===== src/rtl/prpg_pkg.sv =====
// Shared definitions for the PRPG word packer slice: default width, packer
// state encoding and a constant-evaluable ceil(log2) helper.
package prpg_pkg;

    localparam int PRPG_W_DEFAULT = 4;

    typedef enum logic {
        PACK_EMPTY = 1'b0,
        PACK_FILL  = 1'b1
    } pack_state_t;

    function automatic int clog2(input int value);
        int result = 0;
        for (int v = value - 1; v > 0; v = v >> 1) begin
            result++;
        end
        return result;
    endfunction

endpackage


===== src/rtl/prpg_sync_fifo.sv =====
// Synchronous FIFO with combinational head read, separate occupancy counter
// and a synchronous clear. A push while full is accepted only if a pop frees a slot.
module prpg_sync_fifo
    import prpg_pkg::*;
#(
    parameter  int W     = 4,
    parameter  int DEPTH = 4,
    localparam int AW    = clog2(DEPTH)
) (
    input  logic          clk,
    input  logic          reset_n,
    input  logic          clr,
    input  logic          push,
    input  logic [W-1:0]  din,
    input  logic          pop,
    output logic [W-1:0]  dout,
    output logic          empty,
    output logic          full,
    output logic [AW:0]   fill
);

    logic [W-1:0]  mem [DEPTH];
    logic [AW-1:0] rd_ptr;
    logic [AW-1:0] wr_ptr;
    logic          pop_eff;
    logic          push_eff;

    assign empty    = (fill == '0);
    assign full     = (fill == (AW+1)'(DEPTH));
    assign dout     = mem[rd_ptr];
    assign pop_eff  = pop && !empty;
    // When full, a simultaneous pop frees the slot the push lands in.
    assign push_eff = push && (!full || pop_eff);

    always_ff @(posedge clk or negedge reset_n) begin
        if (!reset_n) begin
            rd_ptr <= '0;
            wr_ptr <= '0;
            fill   <= '0;
            for (int i = 0; i < DEPTH; i++) begin
                mem[i] <= '0;
            end
        end else if (clr) begin
            rd_ptr <= '0;
            wr_ptr <= '0;
            fill   <= '0;
            for (int i = 0; i < DEPTH; i++) begin
                mem[i] <= '0;
            end
        end else begin
            if (push_eff) begin
                mem[wr_ptr] <= din;
                wr_ptr      <= wr_ptr + AW'(1);
            end
            if (pop_eff) begin
                rd_ptr <= rd_ptr + AW'(1);
            end
            if (push_eff && !pop_eff) begin
                fill <= fill + (AW+1)'(1);
            end else if (pop_eff && !push_eff) begin
                fill <= fill - (AW+1)'(1);
            end
        end
    end

endmodule


===== src/rtl/prpg_word_packer.sv =====
// Packs the PRPG serial bit stream (LSB first) into N-bit words, queues them in a
// FIFO with valid/ready output, and tracks min/max ones counts. Optional macro
// PRPG_PACK_PARITY_EN adds a word_par output carried through the FIFO.
module prpg_word_packer
    import prpg_pkg::*;
#(
    parameter  int N     = PRPG_W_DEFAULT,
    parameter  int DEPTH = 4,
    localparam int AW    = clog2(DEPTH)
) (
    input  logic          clk,
    input  logic          reset_n,
    input  logic          load,
    input  logic          seq_bit,
    input  logic          seq_en,
    input  logic [N-1:0]  num_in,
    input  logic          num_valid,
    output logic [N-1:0]  word_out,
    output logic          out_valid,
    input  logic          out_ready,
    output logic [AW:0]   fill,
`ifdef PRPG_PACK_PARITY_EN
    output logic          word_par,
`endif
    output logic [N-1:0]  min_ones,
    output logic [N-1:0]  max_ones,
    output logic          overflow
);

    localparam int             CW       = clog2(N);
    localparam logic [CW-1:0]  LAST_BIT = CW'(N - 1);

`ifdef PRPG_PACK_PARITY_EN
    localparam int FW = N + 1;
`else
    localparam int FW = N;
`endif

    pack_state_t    state;
    pack_state_t    state_next;
    logic [N-2:0]   shreg;
    logic [CW-1:0]  bit_cnt;
    logic           last_bit;
    logic           word_push;
    logic [N-1:0]   word_new;
    logic [FW-1:0]  fifo_din;
    logic [FW-1:0]  fifo_dout;
    logic           fifo_empty;
    logic           fifo_full;

    assign last_bit = (bit_cnt == LAST_BIT);

    always_ff @(posedge clk or negedge reset_n) begin
        if (!reset_n) begin
            state <= PACK_EMPTY;
        end else if (load) begin
            state <= PACK_EMPTY;
        end else begin
            state <= state_next;
        end
    end

    always_comb begin
        state_next = state;
        case (state)
            PACK_EMPTY: if (seq_en) state_next = PACK_FILL;
            PACK_FILL:  if (seq_en && last_bit) state_next = PACK_EMPTY;
            default:    state_next = PACK_EMPTY;
        endcase
    end

    always_comb begin
        word_push = 1'b0;
        word_new  = {seq_bit, shreg};
        if (state == PACK_FILL && seq_en && last_bit) begin
            word_push = 1'b1;
        end
    end

    // bit_cnt is 0 whenever the packer is EMPTY, so the same write path covers both states.
    always_ff @(posedge clk or negedge reset_n) begin
        if (!reset_n) begin
            shreg   <= '0;
            bit_cnt <= '0;
        end else if (load) begin
            shreg   <= '0;
            bit_cnt <= '0;
        end else if (seq_en) begin
            if (state == PACK_FILL && last_bit) begin
                bit_cnt <= '0;
            end else begin
                for (int i = 0; i < N - 1; i++) begin
                    if (bit_cnt == CW'(i)) begin
                        shreg[i] <= seq_bit;
                    end
                end
                bit_cnt <= bit_cnt + CW'(1);
            end
        end
    end

`ifdef PRPG_PACK_PARITY_EN
    assign fifo_din = {^word_new, word_new};
    assign word_par = fifo_dout[N];
`else
    assign fifo_din = word_new;
`endif

    prpg_sync_fifo #(
        .W     (FW),
        .DEPTH (DEPTH)
    ) u_fifo (
        .clk     (clk),
        .reset_n (reset_n),
        .clr     (load),
        .push    (word_push),
        .din     (fifo_din),
        .pop     (out_ready),
        .dout    (fifo_dout),
        .empty   (fifo_empty),
        .full    (fifo_full),
        .fill    (fill)
    );

    assign word_out  = fifo_dout[N-1:0];
    assign out_valid = !fifo_empty;

    // A non-empty full FIFO pops exactly when out_ready is high, so that alone rescues the push.
    always_ff @(posedge clk or negedge reset_n) begin
        if (!reset_n) begin
            overflow <= 1'b0;
        end else if (load) begin
            overflow <= 1'b0;
        end else if (word_push && fifo_full && !out_ready) begin
            overflow <= 1'b1;
        end
    end

    always_ff @(posedge clk or negedge reset_n) begin
        if (!reset_n) begin
            min_ones <= '1;
            max_ones <= '0;
        end else if (load) begin
            min_ones <= '1;
            max_ones <= '0;
        end else if (num_valid) begin
            if (num_in > max_ones) max_ones <= num_in;
            if (num_in < min_ones) min_ones <= num_in;
        end
    end

endmodule


===== config.mk =====
export PLATFORM = sky130hd
export DESIGN_NAME = prpg_word_packer
export DESIGN_NICKNAME = d
export VERILOG_FILES = /design/src/rtl/prpg_pkg.sv /design/src/rtl/prpg_sync_fifo.sv /design/src/rtl/prpg_word_packer.sv
export SDC_FILE = /design/constraint.sdc
export NUM_CORES = 1
export LEC_CHECK = 0
export ABC_AREA = 0
export CORE_ASPECT_RATIO = 0.9
export CORE_MARGIN = 2
export CORE_UTILIZATION = 45
export CTS_CLUSTER_SIZE = 16
export DETAILED_ROUTE_END_ITERATION = 10
export PLACE_DENSITY_LB_ADDON = 0.12
export SETUP_SLACK_MARGIN = 0.15
export SLEW_MARGIN = 20
export SYNTH_ARGS = -nofsm -noshare
export SYNTH_HDL_FRONTEND = slang
export SYNTH_SLANG_ARGS = --single-unit

===== constraint.sdc =====
create_clock -name clk -period 5.8 [get_ports clk]
set_input_delay 0.58 -clock clk [delete_from_list [all_inputs] [get_ports clk]]
set_output_delay 0.58 -clock clk [all_outputs]
set_load 0.02 [all_outputs]

==> metrics, run 1 <==
final sum of negative setup slack=0 ns; total number of clock tree sinks=38; post-synthesis cell area=2090 µm²; wire length of the first global-routing pass=7480 µm; total half-perimeter wirelength after legalization and detailed placement=2930 µm; maximum number of pins on one net before global-route repair=39; launch point of the critical path=u_fifo.rd_ptr[1]; GRT Util Overall=0.185; Tcrit/Tclk final=0.434; WP data required=5.22 ns; Area growth syn-to-layout=20.1%; via density per instance=5.21; Reg-to-Reg Start=u_fifo.fill[0]; final critical delay including setup and external delays=2.52 ns; sequential fraction of design power=0.436; antenna violations before repair=0; combinational power share=0.268; mean area per synthesized cell=9.79 µm²; number of pins exceeding their max-slew limit in the final report=0; std cell rows=23; Crit. End Element=primary output; CTS tree=done; CTS resizes=0; starting DRC count in detailed routing=99; layout cells sized above 1=0.0788; switching share of total power=0.306; cell internal power dissipation=0.515 mW; crit path max fanout=5; Congestion Overflow GR=0; outcome=finished clean; core area=approximately 4500 µm²; Design Power=0.742 mW; pin slew with the least headroom to its limit=0.842 ns; Setup Viol. Count Final=0; start-to-end type of the worst setup path=flip-flop to primary output; clk slew on worst S/H paths=~0.070 ns; final weighted congestion in routability-driven placement=0.793; flip-flop and latch count after synthesis=38; Buffers on Ports=27; source-to-sink clock delay at the later pin of the worst-skew pair=around 0.29 ns; peak supply drop=305 µV; effective utilization at floorplan=0.470; horizontal extent of the die=75.9 µm; Vert. Die Dim=68.7 µm; Final Util=0.564; highest cell delay on the worst timing path=around 0.56 ns; routed wire length per instance=13.9 µm; RSZ-0062 raised after global routing=false; Root Buffer=clkbuf_8; slowest CP cell=mux4_2; Max-Cap Viols=0; Post-Place Cells=between 200 and 300; maximum achievable frequency=slightly below 400 MHz; commonest non-fill, non-tap cells in the layout=34 x dfrtp_1, 27 x nand2_1, 26 x clkdlybuf4s50_1, 24 x nand3_1, 23 x a21oi_1; power per standard cell area=295 nW/µm²; post-synthesis net count=241; arrival time at the worst endpoint=1.94 ns; Routed WL=around 4200 µm; vias in the first global route=1,533; Clock Tree Buf Depth=2; hold crit path type=input pin to async pin; share of total power in the clock network=0.296; Vias=1,578; critical path startpoint category=flip-flop; post-synthesis instance total=214; TritonRoute pass-1 iters=6; most common cell after layout, fill and taps aside=dfrtp_1; area of the die=5220 µm²; ordered cell list for the critical path=mux4_2, clkdlybuf4s50_1; IO Count=28; Synth warnings=0; DRC Markers=0; Post-CTS Repair Setup Buffers=0; Hold WS=0.396 ns; final cell count without fillers=303; portion of the post-synthesis area used by sequential elements=0.456; Post-Route Skew=0.00824 ns; net count of the finished layout=267; H-tree depth reported by CTS=2; static leakage power=1.08 nW; clock buffers created by TritonCTS=5; distinct cell type count of the synthesized netlist=35; Antenna Cells=0; cts hold-fix bufs=0; total net switching power=0.227 mW; Detail Route Antenna Nets=0; Relative slew margins=0.439; Final Hold Violating Endpoints=0
[worst paths after layout]
| check | endpoint | slack (ns) | depth (start not counted) |
|---|---|---|---|
| worst max register to register | u_fifo.fill[2] | 3.69 | 5 |
| worst min-delay path | u_fifo.mem[0] | 0.40 | 1 |
| min in group clk | u_fifo.mem[3] | 0.52 | 2 |
| worst max-delay path | word_out[2] | 3.28 | 2 |
| max in group asynchronous | u_fifo.wr_ptr[0] | 4.87 | 1 |
| worst min register to register | u_fifo.mem[3] | 0.52 | 2 |
[power groups by stage]
| stage | sequential (mW) | combinational [mW] | clock, mW |
|---|---|---|---|
| floorplan | 0.332 | 0.118 | 0 |
| global placement | 0.327 | 0.199 | 0 |
| detailed placement | 0.329 | 0.200 | 0 |
| CTS | 0.324 | 0.201 | 0.225 |
| global route | 0.329 | 0.221 | 0.236 |
| finish | 0.323 | 0.199 | 0.219 |
[sequential cells by signal, indices dropped and copies added (netlist names)]
| name | cells |
|---|---|
| bit_cnt | 2 |
| max_ones | 4 |
| min_ones | 4 |
| overflow | 1 |
| shreg | 3 |
| state | 1 |
| u_fifo.fill | 3 |
| u_fifo.mem | 16 |
| u_fifo.rd_ptr | 2 |
| u_fifo.wr_ptr | 2 |
[metrics by stage]
| stage | instance area, µm² | setup WS (ns) |
|---|---|---|
| floorplan | 2090 | 3.74 |
| global placement | 2410 | 3.20 |
| detailed placement | 2410 | 3.13 |
| CTS | 2510 | 3.27 |
| global route | 2510 | 3.21 |
| finish | 2510 | 3.28 |
[synthesized netlist by cell type]
library cell / number / area, µm²
xor2_1: 1 / 8.76
nand4_1: 1 / 6.26
dfrtp_1: 34 / 851
nand2_1: 27 / 101
buf_2: 2 / 10.0
or3_1: 1 / 6.26
and3_1: 1 / 6.26
fa_1: 1 / 20.0
xnor2_1: 3 / 26.3
o31a_1: 1 / 8.76
o211ai_1: 1 / 7.51
inv_1: 14 / 52.6
or4b_1: 2 / 20.0
and3b_1: 1 / 8.76
o311ai_0: 3 / 26.3
mux2i_1: 9 / 90.1
and2_1: 1 / 6.26
dfstp_2: 4 / 105
nor2_2: 1 / 6.26
a21oi_1: 23 / 115
o41ai_1: 1 / 8.76
o21ai_0: 6 / 30.0
nor3_4: 1 / 16.3
nor4b_2: 1 / 15.0
nor2b_1: 2 / 12.5
ha_1: 15 / 188
clkbuf_1: 7 / 26.3
nand3_1: 24 / 120
o21a_1: 1 / 7.51
mux2_1: 1 / 11.3
nand2b_1: 1 / 6.26
nor3_1: 4 / 20.0
nor2_1: 14 / 52.6
mux4_2: 4 / 90.1
nand3b_1: 1 / 7.51
[logic make-up (layout without fill, tap and decap cells)]
group | count (synthesis) | in the layout | share of synthesized area
fa+ha+maj | 16 | 16 | 0.0992
mux | 14 | 14 | 0.0914
xor+xnor | 4 | 4 | 0.0167
compound gates | 36 | 36 | 0.0974
buf+inv | 23 | 50 | 0.0424
flops | 38 | 38 | 0.456
simple gates | 83 | 83 | 0.197
[per-layer routing]
metal  vias up  global-route usage  share of wire
li1        795                   -              -
met1       730               0.268           0.51
met2        44               0.278           0.42
met3         9              0.0365          0.051
met4         0              0.0727          0.020
met5         -                   0              0
[critical path, delay by kind of cell, from the launching register on]
kind,cells,cell delay (ns)
mux,1,0.56
buf+inv,1,0.55
flops,1,0.54
[final cells by class]
type | instances | area [µm²]
fill | 420 | 1950
clock inverter | 1 | 30.0
clock buffer | 7 | 76.3
multi-input combinational | 153 | 1050
tap | 62 | 77.6
inverter | 14 | 52.6
timing repair buffer | 28 | 273
sequential | 38 | 956
No activity file was read; power rests on OpenSTA's default activity.
==> run 2: changes to the inputs <==
==> constraint.sdc (replaced) <==
create_clock -name clk -period 2.3 [get_ports clk]
set_input_delay 0.23 -clock clk [delete_from_list [all_inputs] [get_ports clk]]
set_output_delay 0.23 -clock clk [all_outputs]
set_load 0.02 [all_outputs]
==> run 2 against run 1 <==
Effect of this change:
- cell area is 1.8% higher
- core utilization is 1.0 points higher
- hold slack worse by 0.35 ns
- total power rose by 140%
- die area stayed put
- register-to-register slack worse by 3.4 ns
- global-route usage down 0.56 points
- first-iteration DRC count is 13% higher
- critical path depth is the same
- setup slack worse by 3.0 ns
==> metrics, run 2 (synthesis results as in run 1) <==
peak supply drop=556 µV (was 305 µV); Buffers on Ports=27 (unchanged); Vias=1,597 (was 1,578); horizontal extent of the die=75.9 µm (unchanged); Congestion Overflow GR=0 (unchanged); Reg with most FFs=u_fifo.mem (unchanged); GRT Util Overall=0.179 (was 0.185); Vert. Die Dim=68.7 µm (unchanged); Routed WL=4260 µm (was 4220 µm); registers with the highest flip-flop counts=u_fifo.mem x16, max_ones x4, min_ones x4 (unchanged); commonest non-fill, non-tap cells in the layout=33 x dfrtp_1, 27 x nand2_1, 26 x clkdlybuf4s50_1, 24 x nand3_1, 23 x a21oi_1 (was 34 x dfrtp_1, 27 x nand2_1, 26 x clkdlybuf4s50_1, 24 x nand3_1, 23 x a21oi_1); starting DRC count in detailed routing=112 (was 99); std cell rows=23 (unchanged); final weighted congestion in routability-driven placement=0.809 (was 0.793); H-tree depth reported by CTS=2 (unchanged); hold crit path type=input pin to async pin (unchanged); Crit. End Element=primary output (unchanged); routed wire length per instance=13.7 µm (was 13.9 µm); pin slew with the least headroom to its limit=0.837 ns (was 0.842 ns); via density per instance=5.14 (was 5.21); Design Power=1.81 mW (was 0.742 mW); Relative slew margins=0.442 (was 0.439); static leakage power=1.12 nW (was 1.08 nW); total number of clock tree sinks=38 (unchanged); Post-Route Skew=0.00748 ns (was 0.00824 ns); Setup Viol. Count Final=0 (unchanged); power per standard cell area=705 nW/µm² (was 295 nW/µm²); total half-perimeter wirelength after legalization and detailed placement=3100 µm (was 2930 µm); WP data required=2.07 ns (was 5.22 ns); clock buffers created by TritonCTS=5 (unchanged); endpoint of the worst register-to-register path=u_fifo.fill[2] (unchanged); Area growth syn-to-layout=22.3% (was 20.1%); number of pins exceeding their max-slew limit in the final report=0 (unchanged); maximum achievable frequency=490 MHz; final sum of negative setup slack=0 ns (unchanged); antenna violations before repair=0 (unchanged); layout cells sized above 1=0.116 (was 0.0788); most common cell after layout, fill and taps aside=dfrtp_1 (unchanged); core area=4460 µm² (unchanged); vias in the first global route=1,526 (was 1,533); TritonRoute pass-1 iters=4 (was 6); Detail Route Antenna Nets=0 (unchanged); arrival time at the worst endpoint=1.81 ns (was 1.94 ns); wire length of the first global-routing pass=7290 µm (was 7480 µm); Max-Cap Viols=0 (unchanged); setup slack of the worst register-to-register path=0.28 ns (was 3.69 ns); outcome=finished clean (unchanged); Tcrit/Tclk final=0.887; Reg-to-Reg Start=u_fifo.fill[0] (unchanged); critical path startpoint category=flip-flop (unchanged); CTS tree=done (unchanged); Final Hold Violating Endpoints=0 (unchanged); DP Worst Slack=0.0877 ns (was 3.13 ns); Root Buffer=clkbuf_8 (unchanged); Antenna Cells=0 (unchanged); Clock Tree Buf Depth=2 (unchanged); source-to-sink clock delay at the later pin of the worst-skew pair=0.29 ns (about the same); IO Count=28 (unchanged); Largest register FFs=16 (unchanged); net count of the finished layout=275 (was 267); DRC Markers=0 (unchanged); start-to-end type of the worst setup path=flip-flop to primary output (unchanged); area of the die=5220 µm² (unchanged); effective utilization at floorplan=0.470 (unchanged); crit path max fanout=6 (was 5); maximum number of pins on one net before global-route repair=39 (unchanged); final critical delay including setup and external delays=2.04 ns; cells on worst reg2reg path=5 (unchanged); RSZ-0062 raised after global routing=false (unchanged); least setup slack across all paths after layout=0.260 ns (was 3.28 ns); clk slew on worst S/H paths=0.07 ns (about the same)
run 2: changes by cell type in the layout (fill, tap and decap cells not counted):
| cell | change |
|---|---|
| buf_4 | +8 |
| bufinv_16 | -1 |
| clkbuf_1 | -1 |
| clkbuf_8 | +1 |
| clkinv_2 | +1 |
| dfrtp_1 | -1 |
| dfrtp_2 | +1 |
run 2: worst max-delay path, stage by stage, from the launching register on:
cell,delay (ns)
dfrtp_2,0.47
mux4_2,0.51
clkdlybuf4s50_1,0.55
run 2: stage by stage:
step | utilization | instance area [µm²] | instances | hold WS [ns]
6_report | 0.574 | 2560 | 311 | 0.0514
3_3_place_gp | 0.552 | 2460 | 302 | 0.394
4_1_cts | 0.573 | 2550 | 310 | 0.0767
3_5_place_dp | 0.552 | 2460 | 302 | 0.392
2_1_floorplan | - | 2090 | 214 | -0.0656
5_1_grt | 0.574 | 2560 | 311 | 0.115
run 2: layer usage:
layer	track usage	vias to the layer above	share of wire
met5	0	-	0
met4	0.0750	0	0.011
met3	0.0352	4	0.056
met2	0.261	45	0.40
met1	0.264	735	0.53
li1	-	813	-
run 2: power by group:
| group | internal [mW] | switching (mW) |
|---|---|---|
| clock | 0.242 | 0.223 |
| sequential | 0.731 | 0.0837 |
| combinational | 0.259 | 0.266 |
| total | 1.23 | 0.573 |
run 2: timing repair:
action | 4_1_cts | 5_1_grt
gates resized for setup | 1 | 0
hold buffers | 0 | 0
buffers inserted | 0 | 1
endpoints found under the setup margin | 3 | 1
pin swaps | 0 | 1
run 2: final cells by class:
class                   count  area (µm²)
repair buffers             36         333
inverters                  14        52.6
well taps                  62        77.6
clock inverters             1        5.00
fillers                   422        1900
multi-input cells         153        1050
flip-flops and latches     38         957
clock buffers               7        86.3
run 2: how the worst max path moves through the flow:
| stage | end | depth (start not counted) | from |
|---|---|---|---|
| after floorplan | u_fifo.fill[2] | 5 | u_fifo.fill[0] |
| after global placement | u_fifo.fill[2] | 6 | out_ready |
| after detailed placement | u_fifo.fill[2] | 6 | out_ready |
| after CTS | u_fifo.fill[2] | 5 | u_fifo.fill[0] |
| after global routing | min_ones[1] | 6 | min_ones[2] |
| final | word_out[0] | 2 | u_fifo.rd_ptr[0] |
==> run 3: changes to the inputs <==
--- a/config.mk
+++ b/config.mk
@@ -12,6 +12,7 @@
 export CTS_CLUSTER_SIZE = 16
 export DETAILED_ROUTE_END_ITERATION = 10
 export PLACE_DENSITY_LB_ADDON = 0.12
+export RECOVER_POWER = 25
 export SETUP_SLACK_MARGIN = 0.15
 export SLEW_MARGIN = 20
 export SYNTH_ARGS = -nofsm -noshare
==> results of run 3 <==
Same layout as run 2: the final DEF is identical, and so are final timing and power.
